## src/rtl/wb_result_stage.sv

```systemverilog
// Writeback result stage: source select, RV32I load extension and a 2-entry
// skid buffer feeding the register-file write port.
module wb_result_stage #(
  parameter int unsigned XLEN     = 32,
  parameter int unsigned NUM_SRC  = 4,
  parameter int unsigned SEL_W    = $clog2(NUM_SRC),
  parameter int unsigned LOAD_SRC = 1
) (
  input  logic                    clk,
  input  logic                    rst,
  input  logic                    flush,
  input  logic                    in_valid,
  output logic                    in_ready,
  input  logic [NUM_SRC*XLEN-1:0] src_data,
  input  logic [SEL_W-1:0]        result_src,
  input  logic [2:0]              funct3,
  input  logic [1:0]              addr_lsb,
  input  logic [4:0]              rd_in,
  input  logic                    reg_write_in,
  output logic                    out_valid,
  input  logic                    out_ready,
  output logic [XLEN-1:0]         result,
  output logic [4:0]              rd_out,
  output logic                    reg_write_out
);

  typedef enum logic [1:0] {StEmpty, StOne, StFull} state_e;

  typedef struct packed {
    logic [XLEN-1:0] res;
    logic [4:0]      rd;
    logic            rw;
  } entry_t;

  state_e          state_q, state_d;
  entry_t          head_q, head_d;
  entry_t          skid_q, skid_d;
  entry_t          new_entry;
  logic [XLEN-1:0] sel_data;
  logic [XLEN-1:0] ext_data;
  logic [7:0]      byte_v;
  logic [15:0]     half_v;
  logic            push, pop;

  // Source mux; out-of-range selects yield zero like the legacy mux.
  always_comb begin
    sel_data = '0;
    for (int unsigned i = 0; i < NUM_SRC; i++) begin
      if (result_src == SEL_W'(i)) sel_data = src_data[i*XLEN +: XLEN];
    end
  end

  // Halfword lane uses only addr_lsb[1]; misaligned halfwords are not split.
  assign byte_v = 8'(sel_data >> {addr_lsb, 3'b000});
  assign half_v = 16'(sel_data >> {addr_lsb[1], 4'b0000});

  // Load extension, only on the load-data source.
  always_comb begin
    ext_data = sel_data;
    if (result_src == SEL_W'(LOAD_SRC)) begin
      case (funct3)
        3'b000:  ext_data = {{(XLEN-8){byte_v[7]}}, byte_v};
        3'b001:  ext_data = {{(XLEN-16){half_v[15]}}, half_v};
        3'b100:  ext_data = {{(XLEN-8){1'b0}}, byte_v};
        3'b101:  ext_data = {{(XLEN-16){1'b0}}, half_v};
        default: ext_data = sel_data;
      endcase
    end
  end

  assign new_entry = '{res: ext_data, rd: rd_in, rw: reg_write_in};

  // Ready depends only on registered state, never on out_ready.
  assign in_ready      = (state_q != StFull);
  assign out_valid     = (state_q != StEmpty);
  assign push          = in_valid & in_ready;
  assign pop           = out_valid & out_ready;
  assign result        = head_q.res;
  assign rd_out        = head_q.rd;
  assign reg_write_out = head_q.rw & out_valid;

  // Buffer next-state: flush empties without touching head data.
  always_comb begin
    state_d = state_q;
    head_d  = head_q;
    skid_d  = skid_q;
    if (flush) begin
      state_d = StEmpty;
    end else begin
      unique case (state_q)
        StEmpty: begin
          if (push) begin
            head_d  = new_entry;
            state_d = StOne;
          end
        end
        StOne: begin
          if (push && pop) begin
            head_d = new_entry;
          end else if (push) begin
            skid_d  = new_entry;
            state_d = StFull;
          end else if (pop) begin
            state_d = StEmpty;
          end
        end
        StFull: begin
          if (pop) begin
            head_d  = skid_q;
            state_d = StOne;
          end
        end
        default: state_d = StEmpty;
      endcase
    end
  end

  // State and entry registers.
  always_ff @(posedge clk or posedge rst) begin
    if (rst) begin
      state_q <= StEmpty;
      head_q  <= '0;
      skid_q  <= '0;
    end else begin
      state_q <= state_d;
      head_q  <= head_d;
      skid_q  <= skid_d;
    end
  end

endmodule

```

## config.mk

```make
export PLATFORM = sky130hd
export DESIGN_NAME = wb_result_stage
export DESIGN_NICKNAME = d
export VERILOG_FILES = /design/src/rtl/wb_result_stage.sv
export SDC_FILE = /design/constraint.sdc
export NUM_CORES = 1
export LEC_CHECK = 0
export BUFFER_PORTS_ARGS = -buffer_cell sky130_fd_sc_hd__buf_2
export CORE_MARGIN = 3
export CORE_UTILIZATION = 47
export DETAILED_ROUTE_END_ITERATION = 10
export PLACE_DENSITY = 0.78
export SYNTH_ARGS = -nofsm -noshare
export SYNTH_HDL_FRONTEND = slang
export SYNTH_SLANG_ARGS = --single-unit
```

## constraint.sdc

```tcl
create_clock -name clk -period 2.6 [get_ports clk]
set_clock_uncertainty 0.15 [all_clocks]
set_input_delay 0.52 -clock clk [delete_from_list [all_inputs] [get_ports clk]]
set_output_delay 0.52 -clock clk [all_outputs]
set_load 0.01 [all_outputs]
```

# After elaboration in Yosys (flattened, before gate mapping)
# Index checks and enable logic that the tools add are counted.
# W data, S select, Z words.
[totals]
in_bits = 146
ram_bits = 0
output_inout_bits = 40
wordCells = 56
romBits = 0
mem_count = 0
register_bits = 78
latch_bits = 0
[op_classes]
n_eq_ne = 16
n_reduce_logical = 9
n_bitwise = 5
shifts = 2
n_mux = 17
n_mul = 0
div_mod_pow = 0
addsub = 0
magnitude_cmp = 0
[op_table]
columns = ["operator", "count"]
rows = [
  ["$mux W32", 5],
  ["$pmux W32 S4", 1],
  ["$mux W38", 3],
  ["$pmux W38 S3", 1],
  ["$shr A32 B5 Y16", 1],
  ["$shr A32 B5 Y8", 1],
  ["$mux W2", 6],
  ["$ne A3 B3 Y1 const B", 3],
  ["$ne A2 B2 Y1 const B", 4],
  ["$reduce_and A4 Y1", 2],
  ["$eq A2 B2 Y1 const B", 3],
  ["$eq A3 B3 Y1 const B", 2],
  ["$pmux W2 S3", 1],
  ["$reduce_and A5 Y1", 1],
  ["$eq A2 B1 Y1 const B", 2],
  ["$logic_not A2 Y1", 2],
  ["$ne A4 B4 Y1 const B", 1],
  ["$and A1 B1 Y1", 3],
  ["$eq A3 B1 Y1 const B", 1],
  ["$logic_not A3 Y1", 1],
  ["$reduce_bool A3 Y1", 1],
  ["$not A1 Y1", 2],
  ["$reduce_bool A2 Y1", 1],
  ["$logic_and A1 B1 Y1", 1],
]

# Longest topological paths before layout
[logic_depth]
word_depth = 10
ltp_mapped = 8
mapped_depth_nobuf = 6

# Worst setup path before layout
# OpenSTA, ideal clock, no wires.
[synth_timing]
path_kind = "input to register"
startpoint = "in result_src[1]"
endpoint = "reg head_q (netlist bit result[15])"
setup_ns = 0.152
cell_stages = 6
path_buffers = 1
setup_slack_ns = 0.337
required_ns = 2.298
arrival_time_ns = 1.961
cell_sequence = "buf_2 > mux2_2 > o311ai_0 > a311oi_2 > a311oi_1 > a21oi_1"
[synth_between]
elab_chain_cells = 10
word_cells_on_any_way = 15
cone_classes = "3 x eq/ne; 2 x shift; 9 x mux; 1 x reduce/logical"
[synth_lines]
columns = ["item", "line", "source"]
rows = [
  ["start, declared", "15", "input logic [SEL_W-1:0] result_src,"],
  ["$logic_not A2 Y1", "49", "if (result_src == SEL_W'(i)) sel_data = src_data[i*XLEN +: XLEN];"],
  ["$mux W32 (4 in series)", "49", ""],
  ["$shr A32 B5 Y16 or $shr A32 B5 Y8 (tied branches)", "55, 54", ""],
  ["$pmux W32 S4", "61", "case (funct3)"],
  ["$mux W32 *", "60", "if (result_src == SEL_W'(LOAD_SRC)) begin"],
  ["$mux W38 (on tied branches)", "98, 92", ""],
  ["$pmux W38 S3 *", "90", "unique case (state_q)"],
  ["end signal, assigned", "122", "head_q <= '0;"],
  ["end signal, assigned", "126", "head_q <= head_d;"],
  ["end, declared", "36", "entry_t head_q, head_d;"],
]
# Mark *: on every way between the ends. The rest lies on a longest branch, timed or not. The select of a mux whose other input is x is not followed.
# A chain may end at the register's enable or synchronous reset.

# Final worst setup path
[layout_timing]
startpoint = "in result_src[1]"
endpoint = "reg skid_q[34] (netlist bit)"
[layout_between]
elab_chain_cells = 8
word_cells_on_any_way = 12
cone_classes = "3 x eq/ne; 2 x shift; 6 x mux; 1 x reduce/logical"
[layout_lines]
columns = ["item", "line", "source"]
rows = [
  ["$logic_not A2 Y1", "49", ""],
  ["$mux W32 (4 in series)", "49", ""],
  ["$shr A32 B5 Y16 or $shr A32 B5 Y8 (tied branches)", "55, 54", ""],
  ["$pmux W32 S4", "61", ""],
  ["$mux W32 *", "60", ""],
  ["end signal, assigned", "127", "skid_q <= skid_d;"],
  ["end, declared", "37", "entry_t skid_q, skid_d;"],
]
# Mark *: on every way between the ends. The rest lies on a longest branch, timed or not.

==> impl_summary.txt <==
----------------------------------------------------
[Status]
  Run status ... finished clean

[Worst setup path]
  Maximum fanout along the worst path ... 16
  Critical Path End Type ... flop
  Crit Path Category ... input pin to flop
  Crit start category ... input pin
  CP Data Arrival Time ... between 2 and 2.5 ns
  Critical path required time ... approximately 2.6 ns

[Clock tree]
  Maximum level of the CTS H-tree ... 3
  Number of buffers added by the clock tree synthesis step ... 9
  Post-CTS Setup Repair Bufs ... 0
  Quantity of hold-fixing buffers added after cts ... 0
  Root buf cell ... clkbuf_16
  CTS tree ... done
  Post-cts resize count ... 0
  Clock sink count ... slightly below 80
  Clk buf depth ... 2
  Clock slew at the register clock pins of the worst setup and hold paths ... roughly 0.070 ns
  Clock insertion delay at the later pin of the skew report ... approximately 0.33 ns

[Floorplan]
  Die Footprint ... around 13000 sq um
  Area inside the core boundary ... 11600 sq um
  Initial core utilization ... 48.7%
  Vert. Die Dim ... about 120 um
  I/O pins ... ~190
  Horiz. Die Dim ... around 120 um
  Number of cell rows ... 39

[Timing]
  FMAX ... around 430 MHz
  Final worst-path cycle share ... roughly nine tenths
  Count of endpoints failing setup in the final report ... 0
  Final-report max-slew violation count ... 0
  Unrepaired setup endpoints after global routing ... false
  Min Clock Period, post-route ... ~2.3 ns
  Slew margin rel. ... about 28%
  Transition time of the tightest slew-check pin ... 1.08 ns
  Fin. Hold Viols ... 0

[Route]
  Drt pass-1 iters ... 7
  Detailed-route wire length per cell ... just under 20 um
  Initial drt markers ... between 500 and 600
  Routed WL ... 18200 um
  Total number of vias ... roughly 5600
  DRC violations left ... 0
  DRT antenna net count ... 0
  Post-detailed-route via-to-cell ratio ... roughly 6.0

[Synth]
  Seq cells post-synth ... 78
  Netlist area before placement ... ~5600 sq um
  Number of distinct library cells after synthesis ... between 50 and 60
  Post-synth top flop ... dfrtp_1
  Proportion of synthesized chip area in sequential cells ... 34.7%
  Gate count after technology mapping ... roughly 640
  Average cell area after synthesis ... approximately 9 sq um
  Number of warnings issued by yosys ... 0
  Fraction of registers with async set or reset after synthesis ... 100%
  Post-synth EDFFs ... 0
  Net count after synthesis ... slightly below 800

[Final layout]
  Filler-free cell count of the finished design ... roughly 940
  Diodes inserted ... 0
  Total number of nets in the final design ... 933
  # fillers ... about 1000
  Most common cell after layout, fill and taps aside ... buf_2
  Post-route standard cell area excluding fillers ... 6890 sq um
  Commonest non-fill, non-tap cells in the layout ... buf_2 (185), nand2_1 (78), dfrtp_1 (78)
  Share of post-route cells with drive strength above 1 ... ~38%
  Synth-to-Final Area Change ... 22.4%

[Global routing]
  Initial antenna violation count ... 0
  Vias in the first global route ... 5536
  Pin count of the biggest net entering global routing ... between 70 and 80
  Total overflow reported by the global router ... 0
  Wire length of the first global-routing pass ... about 28000 um
  Global router's overall resource usage ... 27.0%

[Power]
  Static leakage ... between 3 and 4 nW
  Peak supply drop ... around 0.00035 V
  Power per standard cell area ... a little under 600 nW/um^2

[Place]
  Placed Area ... around 6600 sq um
  Placed cells ... about 920
  Routability-driven placement congestion ratio ... around 0.96
  Number of I/O port buffers ... around 190
  Sum of net half-perimeters after detailed placement ... between 10000 and 15000 um

[Job]
  MaxCap Viol Count ... 0

[Hold path]
  Kind of path behind the tightest hold check ... input pin to async pin

----------------------------------------------------
-- worst max-delay path, stage by stage --
cell and delay, ns:
buf_2 0.14, mux2_2 0.37, nor2_1 0.23, nor4_4 0.10
nor2_1 0.82, a21oi_1 0.17
-- state kept, by name (all words and copies together), names as in the netlist --
signal / count
state_q: 2
result: 32
skid_q: 38
head_q: 1
rd_out: 5
-- cells in the mapped netlist (all sizes together) (11+ instances only) --
cell type,count,area share [%]
clkbuf,27,1.8
nor2b,11,1.2
nor3,30,2.7
dfrtp,78,35
nand2b,11,1.2
o21ai,16,1.4
buf,56,7.0
nand2,78,5.2
nand3,12,1.1
o22ai,18,2.0
a21oi,50,4.5
mux4,15,6.0
nor2,76,5.1
mux2i,21,3.7
a211oi,30,4.9
mux2,26,5.2
-- final timing paths --
| path | start | end | slack [ns] | depth (start not counted) |
|---|---|---|---|---|
| min in group clk | rd_in[1] | skid_q[2]$_DFFE_PP0P_ | 0.25 | 3 |
| worst max register to register | state_q[1]$_DFFE_PP0P_ | skid_q[34]$_DFFE_PP0P_ | 0.39 | 4 |
| worst max-delay path | result_src[1] | skid_q[34]$_DFFE_PP0P_ | 0.26 | 6 |
| max in group asynchronous | rst | skid_q[11]$_DFFE_PP0P_ | 1.83 | 3 |
| worst min-delay path | rst | skid_q[1]$_DFFE_PP0P_ | 0.14 | 3 |
| worst min register to register | skid_q[6]$_DFFE_PP0P_ | skid_q[6]$_DFFE_PP0P_ | 0.33 | 2 |
-- cell families after synthesis --
| logic type | synth area share, % |
|---|---|
| buffers and inverters | 9.15 |
| DFF | 34.7 |
| and+or+nand+nor | 19.8 |
| AOI/OAI and AO/OA | 21.4 |
| muxes | 14.9 |
-- power by group --
part	switching [mW]	total (mW)	internal, mW
Clock	0.546	1.21	0.667
Sequential	0.178	1.69	1.51
Combinational	0.656	1.20	0.540
-- per-layer routing --
metal | global-route usage, % | vias up | share of wire (%)
li1 | - | 2596 | -
met3 | 5.07 | 35 | 8.4
met4 | 7.98 | 0 | 2.5
met1 | 36.3 | 2677 | 41
met2 | 44.8 | 296 | 48
met5 | 0 | - | 0
-- cell type report --
| cell class | count | area (sq um) | area share [%] |
|---|---|---|---|
| timing repair buffer | 220 | 1260 | 18.3 |
| tap | 143 | 179 | 2.60 |
| multi-input combinational | 472 | 3180 | 46.2 |
| clock buffer | 9 | 225 | 3.27 |
| inverter | 6 | 26.3 | 0.381 |
| sequential | 78 | 1950 | 28.3 |
| clock inverter | 7 | 62.6 | 0.908 |
-- stage by stage --
stage | utilization [%] | total power, mW | setup slack, ns | hold WS (ns) | setup TNS, ns
5_1_grt | 59.6 | 4.31 | 0.163 | 0.174 | 0
3_3_place_gp | 57.1 | 2.83 | 0.0342 | 0.303 | 0
2_1_floorplan | - | 2.54 | 0.337 | 0.290 | 0
6_report | 59.6 | 4.10 | 0.259 | 0.142 | 0
4_1_cts | 59.6 | 4.11 | 0.272 | 0.163 | 0
3_5_place_dp | 57.1 | 2.89 | -0.0197 | 0.314 | -0.0511
No activity file was read; power rests on OpenSTA's default activity.
